==> src/rtl/snes_reader_pkg.sv <==
`default_nettype none
// +--------------------------------------------------------------------+
// | snes_pkg                                                           |
// | Shared constants and FSM encoding for the SNES controller reader.  |
// | Revision: 1.0                                                      |
// +--------------------------------------------------------------------+
package snes_pkg;

    localparam int SNES_BITS           = 16;
    localparam int SNES_BUTTONS        = 12;
    localparam int DEFAULT_UNIT_CYCLES = 150;
    localparam int DEFAULT_POLL_CYCLES = 416_667;

    localparam int BTN_B      = 0;
    localparam int BTN_Y      = 1;
    localparam int BTN_SELECT = 2;
    localparam int BTN_START  = 3;
    localparam int BTN_UP     = 4;
    localparam int BTN_DOWN   = 5;
    localparam int BTN_LEFT   = 6;
    localparam int BTN_RIGHT  = 7;
    localparam int BTN_A      = 8;
    localparam int BTN_X      = 9;
    localparam int BTN_L      = 10;
    localparam int BTN_R      = 11;

    typedef enum logic [2:0] {
        ST_IDLE   = 3'd0,
        ST_LATCH  = 3'd1,
        ST_SETTLE = 3'd2,
        ST_CLK_LO = 3'd3,
        ST_CLK_HI = 3'd4,
        ST_DONE   = 3'd5
    } snes_state_e;

endpackage
`default_nettype wire

==> src/rtl/snes_reader_sync2.sv <==
`default_nettype none
// +--------------------------------------------------------------------+
// | sync2                                                              |
// | Generic two-flop synchronizer with a parameterised reset value.    |
// | Revision: 1.0                                                      |
// +--------------------------------------------------------------------+
module sync2
    import snes_pkg::*;
#(
    parameter int               WIDTH     = 1,
    parameter logic [WIDTH-1:0] RESET_VAL = '0
) (
    input  logic             clk,
    input  logic             rst,
    input  logic [WIDTH-1:0] i_d,
    output logic [WIDTH-1:0] o_q
);

    logic [WIDTH-1:0] meta_q;
    logic [WIDTH-1:0] sync_q;

    always_ff @(posedge clk) begin
        if (rst) begin
            meta_q <= RESET_VAL;
            sync_q <= RESET_VAL;
        end else begin
            meta_q <= i_d;
            sync_q <= meta_q;
        end
    end

    assign o_q = sync_q;

endmodule
`default_nettype wire

==> src/rtl/snes_reader.sv <==
`default_nettype none
// +--------------------------------------------------------------------+
// | snes_reader                                                        |
// | Polls a SNES/NES pad over latch/clock/data, outputs 12 buttons.    |
// | Revision: 1.0                                                      |
// +--------------------------------------------------------------------+
module snes_reader
    import snes_pkg::*;
#(
    parameter int UNIT_CYCLES = DEFAULT_UNIT_CYCLES,
    parameter int POLL_CYCLES = DEFAULT_POLL_CYCLES
) (
    input  logic                    Clock,
    input  logic                    Reset,
    input  logic                    NData,
    output logic                    NStrobe_Latch,
    output logic                    NShift_Clock,
    output logic [SNES_BUTTONS-1:0] Buttons,
    output logic                    Valid
);

    localparam int UNIT_W = $clog2(2 * UNIT_CYCLES);
    localparam int POLL_W = $clog2(POLL_CYCLES);

    localparam logic [UNIT_W-1:0] UNIT_LAST  = UNIT_W'(UNIT_CYCLES - 1);
    localparam logic [UNIT_W-1:0] LATCH_LAST = UNIT_W'(2 * UNIT_CYCLES - 1);
    localparam logic [POLL_W-1:0] POLL_LAST  = POLL_W'(POLL_CYCLES - 1);
    localparam logic [3:0]        BIT_LAST   = 4'(SNES_BITS - 1);

    snes_state_e             state_q, state_d;
    logic [UNIT_W-1:0]       unit_q, unit_d;
    logic [3:0]              bit_q, bit_d;
    logic [POLL_W-1:0]       poll_q, poll_d;
    logic [SNES_BITS-1:0]    raw_q, raw_d;
    logic [SNES_BUTTONS-1:0] buttons_q, buttons_d;
    logic                    latch_q, latch_d;
    logic                    sclk_q, sclk_d;
    logic                    valid_q, valid_d;

    logic                    w_data_sync;
    logic                    w_poll_due;
    logic                    w_unit_last;
    logic [SNES_BITS-1:0]    w_raw_shift;

    sync2 #(
        .WIDTH     (1),
        .RESET_VAL (1'b1)
    ) u_sync_data (
        .clk (Clock),
        .rst (Reset),
        .i_d (NData),
        .o_q (w_data_sync)
    );

    assign w_poll_due  = (poll_q == '0);
    assign w_unit_last = (unit_q == UNIT_LAST);
    // Bits arrive LSB first, so after 16 shifts raw bit 0 lands at index 0.
    assign w_raw_shift = {w_data_sync, raw_q[SNES_BITS-1:1]};

    always_comb begin
        state_d   = state_q;
        unit_d    = '0;
        bit_d     = bit_q;
        raw_d     = raw_q;
        buttons_d = buttons_q;
        poll_d    = (poll_q == POLL_LAST) ? '0 : poll_q + 1'b1;

        case (state_q)
            ST_IDLE: begin
                if (w_poll_due) begin
                    state_d = ST_LATCH;
                    bit_d   = '0;
                end
            end
            ST_LATCH: begin
                if (unit_q == LATCH_LAST) state_d = ST_SETTLE;
                else                      unit_d  = unit_q + 1'b1;
            end
            ST_SETTLE: begin
                if (w_unit_last) begin
                    state_d = ST_CLK_LO;
                    raw_d   = w_raw_shift;
                    bit_d   = bit_q + 1'b1;
                end else begin
                    unit_d  = unit_q + 1'b1;
                end
            end
            ST_CLK_LO: begin
                if (w_unit_last) state_d = ST_CLK_HI;
                else             unit_d  = unit_q + 1'b1;
            end
            ST_CLK_HI: begin
                if (w_unit_last) begin
                    raw_d = w_raw_shift;
                    bit_d = bit_q + 1'b1;
                    if (bit_q == BIT_LAST) begin
                        state_d   = ST_DONE;
                        buttons_d = ~w_raw_shift[SNES_BUTTONS-1:0];
                    end else begin
                        state_d   = ST_CLK_LO;
                    end
                end else begin
                    unit_d = unit_q + 1'b1;
                end
            end
            ST_DONE: begin
                // A minimum-length poll period can expire while still here.
                if (w_poll_due) begin
                    state_d = ST_LATCH;
                    bit_d   = '0;
                end else begin
                    state_d = ST_IDLE;
                end
            end
            default: state_d = ST_IDLE;
        endcase

        latch_d = (state_d == ST_LATCH);
        sclk_d  = (state_d != ST_CLK_LO);
        valid_d = (state_d == ST_DONE);
    end

    always_ff @(posedge Clock) begin
        if (Reset) begin
            state_q   <= ST_IDLE;
            unit_q    <= '0;
            bit_q     <= '0;
            poll_q    <= '0;
            raw_q     <= '0;
            buttons_q <= '0;
            latch_q   <= 1'b0;
            sclk_q    <= 1'b1;
            valid_q   <= 1'b0;
        end else begin
            state_q   <= state_d;
            unit_q    <= unit_d;
            bit_q     <= bit_d;
            poll_q    <= poll_d;
            raw_q     <= raw_d;
            buttons_q <= buttons_d;
            latch_q   <= latch_d;
            sclk_q    <= sclk_d;
            valid_q   <= valid_d;
        end
    end

    assign NStrobe_Latch = latch_q;
    assign NShift_Clock  = sclk_q;
    assign Buttons       = buttons_q;
    assign Valid         = valid_q;

endmodule
`default_nettype wire

==> config.mk <==
export PLATFORM = sky130hd
export DESIGN_NAME = snes_reader
export DESIGN_NICKNAME = d
export VERILOG_FILES = /design/src/rtl/snes_reader_pkg.sv /design/src/rtl/snes_reader_sync2.sv /design/src/rtl/snes_reader.sv
export SDC_FILE = /design/constraint.sdc
export NUM_CORES = 1
export LEC_CHECK = 0
export ABC_AREA = 1
export CORE_MARGIN = 4
export CORE_UTILIZATION = 61
export CTS_BUF_LIST = sky130_fd_sc_hd__clkbuf_8
export CTS_CLUSTER_SIZE = 28
export DETAILED_ROUTE_END_ITERATION = 8
export PLACE_DENSITY = 0.81
export SYNTH_ARGS = -nofsm -noshare
export SYNTH_HDL_FRONTEND = slang
export SYNTH_SLANG_ARGS = --single-unit
==> constraint.sdc <==
create_clock -name Clock -period 1.8 [get_ports Clock]
set_input_delay 0.54 -clock Clock [delete_from_list [all_inputs] [get_ports Clock]]
set_output_delay 0.54 -clock Clock [all_outputs]
set_load 0.05 [all_outputs]
### Word level (Yosys, flattened, before mapping)

Index checks and enable logic that the tools add are counted.

| storage, ports and cells | value |
|---|---|
| flip-flop bits (word level) | 68 |
| latch bits | 0 |
| memory bits (writable) | 0 |
| bits in read-only memories | 0 |
| bits of input ports | 3 |
| output and inout bits | 15 |
| word-level logic and storage cells | 53 |
| memories kept | 0 |

| cells by class | value |
|---|---|
| add/subtract/negate cells | 3 |
| multiply operators | 0 |
| div/mod/pow operators | 0 |
| magnitude comparators | 0 |
| eq/ne operators | 14 |
| shift operators | 0 |
| muxes and demuxes | 14 |
| bitwise gates (word level) | 1 |
| reduce and logical (&&, ||, !) cells | 10 |

Operators by type and width:

| cell | number |
|---|---|
| $add A19 B1 Y19 const B | 1 |
| $eq A19 B19 Y1 const B | 1 |
| $logic_not A19 Y1 | 1 |
| $mux W3 | 6 |
| $mux W9 | 2 |
| $pmux W3 S6 | 1 |
| $pmux W9 S2 | 1 |
| $not A12 Y12 | 1 |
| $add A9 B1 Y9 const B | 1 |
| $eq A3 B3 Y1 const B | 3 |
| $eq A9 B8 Y1 const B | 1 |
| $eq A9 B9 Y1 const B | 1 |
| $mux W4 | 2 |
| $pmux W4 S2 | 1 |
| $eq A3 B1 Y1 const B | 2 |
| $eq A3 B2 Y1 const B | 2 |
| $reduce_and A3 Y1 | 2 |
| $reduce_or A2 Y1 | 3 |
| $add A4 B1 Y4 const B | 1 |
| $eq A4 B4 Y1 const B | 1 |
| $ne A2 B1 Y1 const B | 2 |
| $logic_not A3 Y1 | 1 |
| $ne A3 B2 Y1 const B | 1 |
| $reduce_or A3 Y1 | 1 |
| other kinds (3) | 3 |

### Depth between registers and ports, before layout

| logic depth | value |
|---|---|
| depth after elaboration | 5 |
| gate-level depth with buffers | 12 |
| mapped depth without buffers | 12 |

### By module

Synthesis repeated with hierarchy kept, for this count alone.

| second synthesis, totals | value |
|---|---|
| cell total of the unflattened synthesis | 404 |
| area, all modules | 2995.4 µm² |

Modules (own cells, without submodules):

| module | instances | cells each | area an instance (µm²) | sequential area each (µm²) |
|---|---|---|---|---|
| snes_reader | 1 | 397 | 2936.6 | 1301.2 |
| sync2 | 1 | 7 | 58.8 | 40.0 |

### Least setup slack after synthesis

Ideal clock, no wire load.

| timing | value |
|---|---|
| path kind | register -> register |
| start point | register poll_q[0] |
| end point | register poll_q[16] |
| library setup time | 0.109 ns |
| arrival time | 1.397 ns |
| required time | 1.691 ns |
| slack | 0.294 ns |
| stages on the path, launching flop included | 10 |
| buffers on the path | 0 |
| period minus slack after synthesis | 1.506 ns |
| path through | dfxtp_1 > ha_1 > nand3_2 > nor2_2 > nand2_1 > nor2_2 > nand3_1 > xor2_1 > nand2_1 > inv_1 |

| on the way | value |
|---|---|
| word-level cells in the longest chain between the ends | 2 |
| elaborated cells on any way between the ends | 3 |
| classes of those cells | 1 x add/sub; 1 x eq/ne; 1 x reduce/logical |

Ends and longest elaborated chain:

| element | RTL line | text |
|---|---|---|
| start, declared | snes_reader.sv:33 | `logic [POLL_W-1:0] poll_q, poll_d;` |
| start signal, assigned | snes_reader.sv:138 | `poll_q <= poll_d;` |
| branches (longest 2 deep; another with $add A19 B1 Y19) | -- |  |

Parallel ways; which one is timed is not known.
A chain may end at the register's enable or synchronous reset.

### Worst setup path after layout

Same ends and word-level chain as after synthesis.

==> run_results.csv <==
group,metric,value,unit
power_and_ir_drop,swShare,0.227,
floorplan,row_count,25,
hold_path,min_path_type,"reg2reg",
grt,grt_usage,0.215,
grt,grt_pass1_vias,2486,
clock_network,path_clk_slew,0.07,ns
logic_synthesis,synth_cell_types,37,
logic_synthesis,netlist_area,3020,um2
timing,max_freq,615,MHz
drt,drc,0,
logic_synthesis,synthesis.nets,408,
timing,setup_viol,0,
power_and_ir_drop,switchingPower,0.000697,W
timing,finalClockSkew,0.0123,ns
placed_design,placed_cell_area,3210,um2
logic_synthesis,yosysTopAreaCell,"dfxtp_1",
drt,viasPerCell,5.17,
timing,layout_min_cycle_time,1.63,ns
floorplan,boundaryPins,18,
power_and_ir_drop,clockPowerShare,0.454,
power_and_ir_drop,p_int,0.00237,W
run,maxCapViolations,0,
placed_design,port_buffers,17,
logic_synthesis,yosys-top-cells-count,"nor2_1, dfxtp_1, nand2_1, inv_1, nand3_1",
drt,drt-wirelength-per-cell,11.8,um
layout,area_growth,14.2,%
placed_design,post-dp-hpwl,4.12,mm
critical_path,crit_path_end_kind,"register",
layout,n_antenna_cell,0,
clock_network,numCtsBuffers,9,
layout,drive_gt1_frac,0.148,
timing,rsz0062_at_grt,"false",
critical_path,crit_required,2.04,ns
power_and_ir_drop,pwr-share-seq,0.494,
floorplan,die_height,78.3,um
power_and_ir_drop,vdd_ir_drop_max,0.861,mV
timing,timing.final.hold_violations,0,
grt,antenna_found_initial,0,
floorplan,core_area,4750,um2
timing,hold_slack,0.421,ns
logic_synthesis,synthDominantCellAreaShare,0.445,
clock_network,htree_num_levels,3,
status,run_status,"completed",
power_and_ir_drop,power,0.00307,W
power_and_ir_drop,leakagePower,1.35,nW
grt,grt_max_degree,25,
logic_synthesis,ys_seq_area_frac,0.445,
timing,slew_violations,0,
logic_synthesis,synth-seq-cells,67,
logic_synthesis,synth-main-ff-cell,"dfxtp_1",
drt,drt_first_iter_violations,134,
logic_synthesis,yosys.cell_count.top_type,"nor2_1",
clock_network,clockBufferDepth,2,
timing,worst_pin_slew,0.490,ns
logic_synthesis,yosys_warnings,0,
critical_path,critPathKind,"reg2reg",
drt,first_pass_iters,4,
logic_synthesis,synth_edf_count,0,
timing,slew_headroom,0.672,
floorplan,start_util,0.634,
critical_path,critPathLaunchType,"register",
drt,num_vias,2551,
drt,antenna_left,0,
logic_synthesis,syn_inst,399,
grt,grt_pass1_wl,10.5,mm
logic_synthesis,synthArstFlopShare,0,
timing,fin_crit_sh,0.904,
power_and_ir_drop,pwr-share-comb,0.052,
clock_network,postCtsHoldBufs,0,
grt,grt_overflow,0,
layout,post-route-util,0.725,
clock_network,cts_tree,"done",
floorplan,die-area,6130,um2
floorplan,die_x,78.3,um
layout,final_cell_area,3450,um2
clock_network,clock-root-buffer,"clkbuf_8",
critical_path,critical_path_arrival,1.87,ns
timing,finalWorstSetupSlack,0.173,ns
placed_design,post-place-ws,-0.0627,ns
clock_network,clock_sinks,67,
clock_network,worstSkewPairLatency,0.35,ns
power_and_ir_drop,power_density,892,nW/um2
logic_synthesis,synth_area_per_cell,7.56,um2
placed_design,gp_congestion,0.862,
drt,totalWireLength,5.81,mm
layout,nets,430,
logic_synthesis,synth_area_leaders,"dfxtp_1, nor2_1, nand2_1",
critical_path,path_max_fanout,6,
[power groups by stage]
stage	clock network, W	logic [W]	registers (W)
final	0.00139	0.000161	0.00152
after global routing	0.00150	0.000182	0.00152
after CTS	0.00142	0.000162	0.00152
after detailed placement	0	0.000160	0.00155
after global placement	0	0.000156	0.00155
after floorplan	0	0.000109	0.00156
[worst paths after layout]
| check | from | to | slack, ns | cells after the start |
|---|---|---|---|---|
| setup reg to reg | poll_q[0] | poll_q[16] | 0.17 | 9 |
| hold reg to reg | u_sync_data.meta_q | u_sync_data.o_q | 0.42 | 1 |
| setup / recovery | poll_q[0] | poll_q[16] | 0.17 | 9 |
| hold / removal | u_sync_data.meta_q | u_sync_data.o_q | 0.42 | 1 |
[cell type report]
class | count | area, um2
Timing Repair Buffer | 22 | 183
Multi-Input combinational cell | 280 | 1450
Clock buffer | 10 | 138
Tap cell | 67 | 83.8
Clock inverter | 6 | 90.1
Fill cell | 381 | 1310
Inverter | 41 | 156
Sequential cell | 67 | 1340
[cell usage in the layout, fill, tap and decap left out, types with 4 or more instances in the layout]
| cell | n |
|---|---|
| clkbuf_8 | 10 |
| a211oi_1 | 4 |
| buf_4 | 19 |
| nand3_1 | 22 |
| nand4_1 | 9 |
| a211oi_2 | 8 |
| nor3_1 | 7 |
| nand2_1 | 64 |
| o21ai_0 | 18 |
| a21oi_1 | 16 |
| xor2_1 | 5 |
| or2_2 | 4 |
| ha_1 | 6 |
| inv_1 | 40 |
| xnor2_1 | 4 |
| nor2_1 | 88 |
| dfxtp_1 | 66 |
[cells by family after synthesis]
| logic type | synth area share |
|---|---|
| compound gates | 0.113 |
| fa+ha+maj | 0.0249 |
| simple gates | 0.316 |
| xor+xnor | 0.0261 |
| buf+inv | 0.0755 |
| flops | 0.445 |
[per-stage QoR]
stage / cells / TNS, ns
2_1_floorplan: 399 / 0
3_3_place_gp: 477 / -0.0265
3_5_place_dp: 477 / -0.117
4_1_cts: 493 / 0
5_1_grt: 493 / 0
6_report: 493 / 0
[metal layers]
| layer | wire length, um | vias to the layer above | track usage |
|---|---|---|---|
| met5 | 0 | - | 0 |
| met4 | 78 | 0 | 0.0647 |
| met3 | 271 | 10 | 0.0906 |
| met2 | 2840 | 48 | 0.356 |
| met1 | 2610 | 1162 | 0.253 |
| li1 | - | 1331 | - |
[sequential cells by signal, indices dropped and copies added, names as in the netlist]
register / cells
poll_q: 19
raw_q: 15
Buttons: 12
unit_q: 9
bit_q: 4
state_q: 3
NShift_Clock: 1
NStrobe_Latch: 1
Valid: 1
u_sync_data.meta_q: 1
u_sync_data.o_q: 1
[worst max-delay path: stages, from the launching register on]
cell and delay, ns:
dfxtp_2 0.39, ha_1 0.21, nand3_2 0.11, nor2_2 0.17
nand2_1 0.14, nor2_4 0.14, nand3_1 0.11, xor2_1 0.16
nand2_1 0.06, inv_1 0.04
[repair_timing]
item / CTS / global route
resized for setup: 0 / 4
endpoints found under the hold margin: 0 / 0
setup endpoints to repair: 0 / 16
setup buffers: 0 / 0
Power figures use the tool's default switching activity.
